### config.mk
export PLATFORM = sky130hd
export DESIGN_NAME = reg_file
export DESIGN_NICKNAME = d
export VERILOG_FILES = /design/src/rtl/reg_file.sv
export SDC_FILE = /design/constraint.sdc
export NUM_CORES = 1
export LEC_CHECK = 0
export CAP_MARGIN = 10
export CORE_ASPECT_RATIO = 1.25
export CORE_UTILIZATION = 35
export CTS_CLUSTER_SIZE = 20
export DETAILED_ROUTE_END_ITERATION = 10
export PLACE_DENSITY = 0.57
export SYNTH_ARGS = -nofsm -noshare
export SYNTH_HDL_FRONTEND = slang
export SYNTH_SLANG_ARGS = --single-unit
### constraint.sdc
create_clock -name clk -period 3.5 [get_ports clk]
set_input_delay 0.7 -clock clk [delete_from_list [all_inputs] [get_ports clk]]
set_output_delay 0.7 -clock clk [all_outputs]
set_load 0.05 [all_outputs]
### src/rtl/reg_file.sv
// reg_file: B..Z byte registers plus PC/SP with byte/pair access and in-place INC/DCR/INC2.
// Optional DE<->HL swap is built only when REG_FILE_XCHG_EN is defined.
module reg_file #(
  parameter logic [15:0] PC_RESET = 16'h0000,
  parameter logic [15:0] SP_RESET = 16'hFFFF
) (
  input  logic        clk,
  input  logic        rst,
  input  logic [15:0] bus_in,
  input  logic        write_en,
  input  logic [4:0]  write_sel,
  input  logic [4:0]  read_sel,
  input  logic        out_en,
  input  logic [1:0]  ext,
  input  logic        xchg,
  output logic [15:0] out
);
  logic [7:0][7:0]  r_q, r_d;
  logic [15:0]      pc_q, pc_d, sp_q, sp_d;
  logic [7:0][15:0] pr;
  logic [7:0]       rb;
  logic [2:0]       pi;
  logic [15:0]      delta, pv;
  logic             xa;
`ifdef REG_FILE_XCHG_EN
  assign xa = xchg;
`else
  logic unused_xchg;
  assign xa = 1'b0;
  assign unused_xchg = xchg;
`endif
  // r_q index 0..7 = B,C,D,E,H,L,W,Z; pair n is {r_q[2n], r_q[2n+1]}
  always_comb begin
    pr = '0;
    pr[0] = {r_q[0], r_q[1]};
    pr[1] = {r_q[2], r_q[3]};
    pr[2] = {r_q[4], r_q[5]};
    pr[3] = {r_q[6], r_q[7]};
    pr[4] = pc_q;
    pr[5] = sp_q;
  end
  assign rb = read_sel[3] ? (read_sel[2] ? 8'h00 :
              read_sel[1] ? (read_sel[0] ? sp_q[7:0] : sp_q[15:8]) :
                            (read_sel[0] ? pc_q[7:0] : pc_q[15:8])) : r_q[read_sel[2:0]];
  assign out = !out_en ? 16'h0000 : read_sel[4] ? pr[read_sel[3:1]] : {8'h00, rb};
  assign pi = write_sel[3:1];
  assign delta = ext == 2'd1 ? 16'd1 : ext == 2'd2 ? 16'hFFFF : 16'd2;
  assign pv = write_en ? bus_in : pr[pi] + delta;
  always_comb begin
    r_d = r_q;
    pc_d = pc_q;
    sp_d = sp_q;
    if (xa) begin
      r_d[2] = r_q[4];
      r_d[3] = r_q[5];
      r_d[4] = r_q[2];
      r_d[5] = r_q[3];
    end
    // a write overlays the swap; ext only runs when neither write nor swap is active
    if (write_en ? write_sel[4] : (ext != 2'b00 && !xa)) begin
      if (!pi[2]) {r_d[{pi[1:0], 1'b0}], r_d[{pi[1:0], 1'b1}]} = pv;
      else if (pi == 3'd4) pc_d = pv;
      else if (pi == 3'd5) sp_d = pv;
    end
    if (write_en && !write_sel[4]) begin
      if (!write_sel[3]) r_d[write_sel[2:0]] = bus_in[7:0];
      else if (write_sel[3:0] == 4'd8) pc_d[15:8] = bus_in[7:0];
      else if (write_sel[3:0] == 4'd9) pc_d[7:0] = bus_in[7:0];
      else if (write_sel[3:0] == 4'd10) sp_d[15:8] = bus_in[7:0];
      else if (write_sel[3:0] == 4'd11) sp_d[7:0] = bus_in[7:0];
    end
  end
  always_ff @(posedge clk or posedge rst) begin
    if (rst) begin
      r_q <= '0;
      pc_q <= PC_RESET;
      sp_q <= SP_RESET;
    end else begin
      r_q <= r_d;
      pc_q <= pc_d;
      sp_q <= sp_d;
    end
  end
endmodule

# Word level (Yosys, flattened, before mapping)
# Cells that the tools add are included.
# W data, S select, Z words.
[totals]
out_inout_bits = 16
input_bits = 33
register_bits = 96
word_cells = 83
[op_classes]
magnitude_cmp = 9
reduce_logical = 6
mux = 49
n_eq_ne = 8
addsub = 1
[ops]
columns = ["op", "count"]
rows = [
  ["$mux W16", 20],
  ["$mux W64", 4],
  ["$bwmux W64", 3],
  ["$mux W8", 15],
  ["$bmux W16 S3", 2],
  ["$demux W8 S2", 2],
  ["$bmux W8 S3", 1],
  ["$demux W8 S3", 1],
  ["$lt A3 B4 Y1 const B", 6],
  ["$add A16 B16 Y16", 1],
  ["$eq A4 B4 Y1 const B", 4],
  ["$ge A3 B1 Y1 const B", 3],
  ["$eq A3 B3 Y1 const B", 2],
  ["$logic_and A1 B1 Y1", 4],
  ["$eq A2 B1 Y1 const B", 1],
  ["$eq A2 B2 Y1 const B", 1],
  ["$reduce_bool A2 Y1", 1],
  ["$logic_not A1 Y1", 1],
  ["$mux W1", 1],
]

# Longest topological paths before layout
# Gate-level depths: netlist (run 1).
[logic_depth]
ltp_word = 15
depth_mapped = 16

# Worst setup path after synthesis (run 1)
# No wires, ideal clock.
[synth_timing]
path_type = "input port to flip-flop"
startpoint = "input write_sel[2]"
endpoint = "register pc_q[12]"
setup_slack_ps = -305
t_required_ps = 3396
arrival_ps = 3702
cell_stages = 16
setup_time_ps = 104
cell_sequence = "buf_2 buf_2 clkbuf_1 mux4_2 nand2_1 o21ai_0 ha_1 inv_1 fa_1 nor2b_1 o21bai_1 a21oi_1 o211ai_1 nand2_1 mux2_2 a221oi_1"
[synth_via]
elab_chain_len = 10
[synth_lines]
columns = ["element", "line_no", "rtl"]
rows = [
  ["start, declared", "11", "input logic [4:0] write_sel,"],
  ["$bmux W16 S3", "48", "assign pv = write_en ? bus_in : pr[pi] + delta;"],
  ["$mux W16 (implied by the code)", "48", ""],
  ["$add A16 B16 Y16", "48", ""],
  ["$mux W16", "48", ""],
  ["$mux W16", "62", "else if (pi == 3'd4) pc_d = pv;"],
  ["$mux W16", "61", "if (!pi[2]) {r_d[{pi[1:0], 1'b0}], r_d[{pi[1:0], 1'b1}]} = pv;"],
  ["$mux W16", "60", "if (write_en ? write_sel[4] : (ext != 2'b00 && !xa)) begin"],
  ["$mux W8", "67", "else if (write_sel[3:0] == 4'd8) pc_d[15:8] = bus_in[7:0];"],
  ["$mux W16", "66", "if (!write_sel[3]) r_d[write_sel[2:0]] = bus_in[7:0];"],
  ["$mux W16 *", "65", "if (write_en && !write_sel[4]) begin"],
  ["named net pc_d[12]", "19", "logic [15:0] pc_q, pc_d, sp_q, sp_d;"],
  ["end signal, assigned", "80", "pc_q <= pc_d;"],
  ["end, declared", "19", ""],
]
# The timed path passes the listed nets; every way through them passes the cells marked *. The select of a mux whose other input is x is not followed.

==> reports/metrics.cfg, run 1 <==
[outcome]
run_status=finished clean

[timing]
setup_violations=0
finalHoldViolations=0
slew_headroom=0.4646
clock_skew_ns=0.01321
tightest_slew_ns=0.8006
rsz0062_at_grt=true
fmax_mhz=296.2
maxSlewViolCount=0
fin_crit_sh=0.9646
finalCriticalPeriod_ns=3.376

[power_and_ir_drop]
leakage_nw=3.690
ir_worst_vdd_uv=300.5
power_density_mw_per_mm2=537.2

[final_layout]
final_layout_size_suffix_gt1_frac=0.2449
area_growth_pct=25.08
antennaDiodeCount=0
fin_nets=978
postLayoutCoreUtil=0.4500
fin_area_sq_mm=0.009111

[cts]
clock_sinks=96
htreeDepth=3
cts.clk_slew.worst_paths_ns=0.07
hold_buffers=0
cts_root_buf=clkbuf_16
cts_tree=built
numCtsBuffers=9
clock_latency_ns=0.36
clockBufferDepth=2
cts_setup_buffers=0

[setup_path]
slowest_delay_ns=0.34
path_cells=dlygate4sd2_1, buf_12, buf_12, buf_4, mux4_2, nand2_1, o21ai_0, ha_1, buf_4, nand2_1, nand2_1, a211oi_1, a31oi_1, xor2_1, mux2i_4, o21ai_1
worstPathRequired_ns=3.72
start_kind=input port
crit_fanout=8
end_kind=flop
criticalPathCategory=input port to flop
worstReg2RegEnd=pc_q[12]
crit_arrival_ns=3.60
slowest_stage=ha_1
r2r_slack_ns=0.46
worst_r2r_path_depth=12
r2r-start=pr[41]
cpMostUsedCell=nand2_1

[grt]
grt_max_degree=49
grt_usage=0.2605
grt_overflow=0
antenna_found_initial=0
grt_pass1_vias=6739
grt_pass1_wl_um=40850

[yosys]
syn_inst=826
ys_warn_count=0
async_reset_ff_frac=1.000
synth.net_count=878
synth-edff-count=0
synth.most_common_cell=nor2_1
seq_area_frac_synth=0.3325
synth_area_leader_cell=dfrtp_1
synthesis.area_sq_mm=0.007284
synthTopCellsByArea=dfrtp_1 27%, mux4_2 10%, mux2i_1 7.0%
synthTopCellsByCount=114 x nor2_1, 101 x nand2_1, 80 x dfrtp_1
ys_ff_latch=96
synth_top_area_frac=0.2748
syn_avg_cell_area_sq_um=8.819
synth.distinct_cells=61
ys.flop_type=dfrtp_1

[floorplanning]
die_h_um=163.3
rows=58
io_pins=49
core_area_sq_mm=0.02025
start_util=0.3598
die_width_um=131.0
design.die.area_sq_mm=0.02140

[drt]
drt_iter0_markers=644
num_vias=7024
firstDrtPassIters=5
avgRoutedWirePerCell_um=21.92
avgViaCountPerCell=5.848
drc=0
routed_wl_um=26330
drtAntennaViolNets=0

[hold_path]
min_from=pc_q[14]
hold_end=pc_q[14]
holdCritPathClass=flop to flop
holdPathStages=2

[job]
drv_cap=0

[placed_design]
port_buffers=47
gp_congestion=0.8801
post_dp_cell_area_sq_mm=0.008765
place_hpwl_um=20160

[timing repair]
action,CTS,global route
resized for setup,10,15
endpoints found under the setup margin,53,49
pin swaps,8,5
[how the worst max path moves through the flow]
stage,start,end,slack (ns),cells past startpoint
after CTS,write_sel[3],pc_q[12],0.04,13
final,write_sel[2],pr[62],0.12,16
after floorplan,write_sel[2],pr[46],0.002,16
after global placement,write_sel[2],pc_q[15],-0.58,15
after global routing,write_sel[3],pc_q[12],-0.01,15
after detailed placement,write_sel[2],pc_q[15],-0.57,15
[flip-flops by register name (all words and copies together), names as in the netlist]
register / cells
pr: 64
sp_q: 16
pc_q: 16
[power by group]
group | total [mW] | switching, mW | internal (mW)
logic | 2.14 | 1.10 | 1.04
clock network | 0.965 | 0.462 | 0.503
registers | 1.79 | 0.296 | 1.49
total | 4.89 | 1.86 | 3.03
[cells in the final DEF (no fill, tap or decap), drive strengths merged, types with 3 or more instances in the layout]
cell type,netlist,final
nor2,120,120
buf,27,117
nand2,101,101
dfrtp,80,80
a21oi,79,79
o21ai,79,79
mux2i,51,51
mux4,33,33
a22oi,30,30
clkdlybuf4s50,0,27
nor3,22,22
a221o,18,18
ha,18,18
dfstp,16,16
o22a,12,12
inv,11,12
clkbuf,29,10
a221oi,9,9
nand3,8,8
nand2b,8,8
mux2,8,8
o22ai,8,8
nor2b,7,7
a211oi,7,7
and2,5,5
xnor2,5,5
nand4,4,4
clkinv,1,4
a31oi,3,3
xor2,3,3
o21a,3,3
o211ai,3,3
[critical path, delay by kind of cell]
kind | cells | cell delay, ns
xor gates and xnor gates | 1 | 0.20
buffers and inverters | 5 | 0.88
muxes | 2 | 0.54
and+or+nand+nor | 3 | 0.21
AOI/OAI and AO/OA | 4 | 0.72
adders and majority gates | 1 | 0.34
[per-layer routing]
layer | part of all wire | GRT usage | vias up
met2 | 0.49 | 0.4327 | 255
met3 | 0.053 | 0.03406 | 49
met4 | 0.048 | 0.1259 | 0
met1 | 0.41 | 0.3313 | 3477
li1 | - | - | 3243
met5 | 0 | 0 | -
[final cells by class]
type	instances	area, sq um
fillers	1924	11140
multi-input cells	662	4628
flip-flops and latches	96	2422
repair buffers	145	1394
well taps	270	337.8
clock buffers	10	239.0
inverters	12	47.55
clock inverters	6	42.54
[cell families (layout without fill, tap and decap cells)]
family / Yosys count / after routing / synth area share
buffers and inverters: 68 / 173 / 0.04174
AND/OR/NAND/NOR: 287 / 287 / 0.1742
flip-flops: 96 / 96 / 0.3325
multiplexers: 92 / 92 / 0.1845
adder cells (fa/ha/maj): 19 / 19 / 0.03367
XOR/XNOR: 8 / 8 / 0.01065
AO/OA/AOI/OAI: 256 / 256 / 0.2228
[metrics by stage]
step | total power [mW] | setup WS [ns] | cells | setup TNS (ns) | hold WS [ns]
after detailed placement | 3.862 | -0.5736 | 1185 | -31.07 | 0.5159
after CTS | 4.854 | 0.04078 | 1201 | 0 | 0.5343
after floorplan | 3.080 | 0.001836 | 826 | 0 | 0.4806
after global placement | 3.828 | -0.5847 | 1185 | -29.82 | 0.5037
after global routing | 5.179 | -0.01175 | 1201 | -0.01227 | 0.5559
final | 4.894 | 0.1241 | 1201 | 0 | 0.5367
No activity file was read; power rests on OpenSTA's default activity.
==> run 2, diff against run 1 <==
Settings changed: CORE_UTILIZATION 35 to 60, PLACE_DENSITY 0.57 to 0.86.
Clock period 3.5 ns to 4 ns, I/O delays scaled along.
==> reports/metrics.cfg, run 2 (synthesized netlist as in run 1, its figures left out) <==
[grt]
grt_overflow=0
antenna_found_initial=0
grt_pass1_vias=7353
grt_max_degree=97
grt_pass1_wl_um=39390
grt_usage=0.4205

[timing]
maxSlewViolCount=0
finalCriticalPeriod_ns=3.943
fin_tns_setup_ns=0
slew_headroom=0.4619
fin_crit_sh=0.9858
tightest_slew_ns=0.8047
setup_slack_ns=0.05697
finalHoldViolations=0
fmax_mhz=253.6
setup_violations=0
clock_skew_ns=0.005406

[final_layout]
postLayoutCoreUtil=0.7499
largest_register_ffs=64
most-common-layout-cells=113 x nor2_1, 101 x nand2_1, 84 x buf_4
fin_area_sq_mm=0.008793
final_layout_size_suffix_gt1_frac=0.2216
mostFrequentLayoutCell=nor2_1
fin_nets=963
antennaDiodeCount=0
nFillCells=863
area_growth_pct=20.71

[cts]
cts.clk_slew.worst_paths_ns=0.07
cts_root_buf=clkbuf_16
numCtsBuffers=9
htreeDepth=3
cts_tree=built
clock_sinks=96
clockBufferDepth=2
clock_latency_ns=0.36
hold_buffers=0

[hold_path]
holdPathStages=2
holdCritPathClass=flop to flop

[floorplanning]
die_width_um=100.6
die_h_um=125.2
io_pins=49
start_util=0.6212
design.die.area_sq_mm=0.01259
core_area_sq_mm=0.01173
rows=44

[setup_path]
worst_r2r_path_depth=13
worstPathRequired_ns=4.25
crit_fanout=17
criticalPathCategory=input port to flop
end_kind=flop
start_kind=input port
crit_arrival_ns=4.19

[power_and_ir_drop]
switching_share=0.3873
power_frac_comb=0.436
ir_worst_vdd_uv=291.7
power.internal_mw=2.632
power_density_mw_per_mm2=488.4
leakage_nw=3.614
clockPowerShare=0.202
p_sw_mw=1.663
pwr-share-seq=0.362

[placed_design]
place_hpwl_um=18420
port_buffers=47
post_dp_cell_area_sq_mm=0.008452
dp_slack_ns=-0.2589
gp_congestion=1.011

[drt]
firstDrtPassIters=7
drc=0
routed_wl_um=25690
avgRoutedWirePerCell_um=23.85
drtAntennaViolNets=0
drt_iter0_markers=1170
num_vias=7506
avgViaCountPerCell=6.969

[job]
drv_cap=0

[outcome]
run_status=finished clean

==> run 2: changes by cell type in the layout (fill, tap and decap cells not counted), moves of 3 or more <==
| cell | change |
|---|---|
| buf_12 | -4 |
| buf_4 | -11 |
| o21ai_0 | +12 |
| o21ai_1 | -9 |
| o21ai_2 | -3 |
==> run 2: metal layers <==
layer	global-route usage	vias to the layer above	share of wire
li1	-	3213	-
met4	0.2737	0	0.068
met2	0.6487	612	0.46
met1	0.5352	3551	0.35
met5	0	-	0
met3	0.08720	130	0.12
==> run 2: worst paths after layout <==
path,startpoint,endpoint,slack [ns]
setup / recovery,write_sel[2],pc_q[12],0.06
hold / removal,pc_q[14],pc_q[14],0.53
setup reg to reg,pr[48],pc_q[12],0.72
hold reg to reg,pc_q[14],pc_q[14],0.53
max in group asynchronous,rst,sp_q[12],2.69
min in group asynchronous,rst,pr[4],0.87
==> run 2: cell type report <==
cell class	instances	area, sq um	share of cell area
Timing Repair Buffer	130	1234	0.1403
Clock inverter	5	40.04	0.004553
Tap cell	161	201.4	0.02291
Multi-Input combinational cell	662	4597	0.5228
Sequential cell	96	2422	0.2755
Clock buffer	11	252.7	0.02874
Inverter	12	46.29	0.005265
==> run 2: power groups by stage <==
stage          Combinational, mW  Sequential [mW]  Clock (mW)
2_1_floorplan               1.21             1.47           0
5_1_grt                     1.98             1.58       0.900
3_3_place_gp                1.70             1.52           0
3_5_place_dp                1.78             1.55           0
4_1_cts                     1.79             1.54       0.861
6_report                    1.87             1.56       0.867
==> run 2: what timing repair did <==
item	4_1_cts	5_1_grt
resized for setup	0	10
setup endpoints to repair	0	41
endpoints found under the hold margin	0	0
buffers inserted	0	1
==> run 2: per-stage QoR <==
step,power [mW],hold slack [ns],std cells
after floorplan,2.686,0.4806,826
after global placement,3.219,0.5000,1060
after detailed placement,3.329,0.5101,1060
after CTS,4.195,0.5304,1076
after global routing,4.467,0.5611,1077
final,4.295,0.5348,1077
==> run 2: worst max-delay path: stages <==
cell,delay (ns)
clkdlybuf4s50_1,0.45
buf_4,0.19
buf_12,0.18
mux4_2,0.35
nand2_1,0.09
o21ai_0,0.12
ha_1,0.40
nand2_1,0.12
o21bai_1,0.24
a21oi_2,0.26
o211ai_1,0.13
nand2_1,0.15
mux2_2,0.41
a221oi_1,0.31
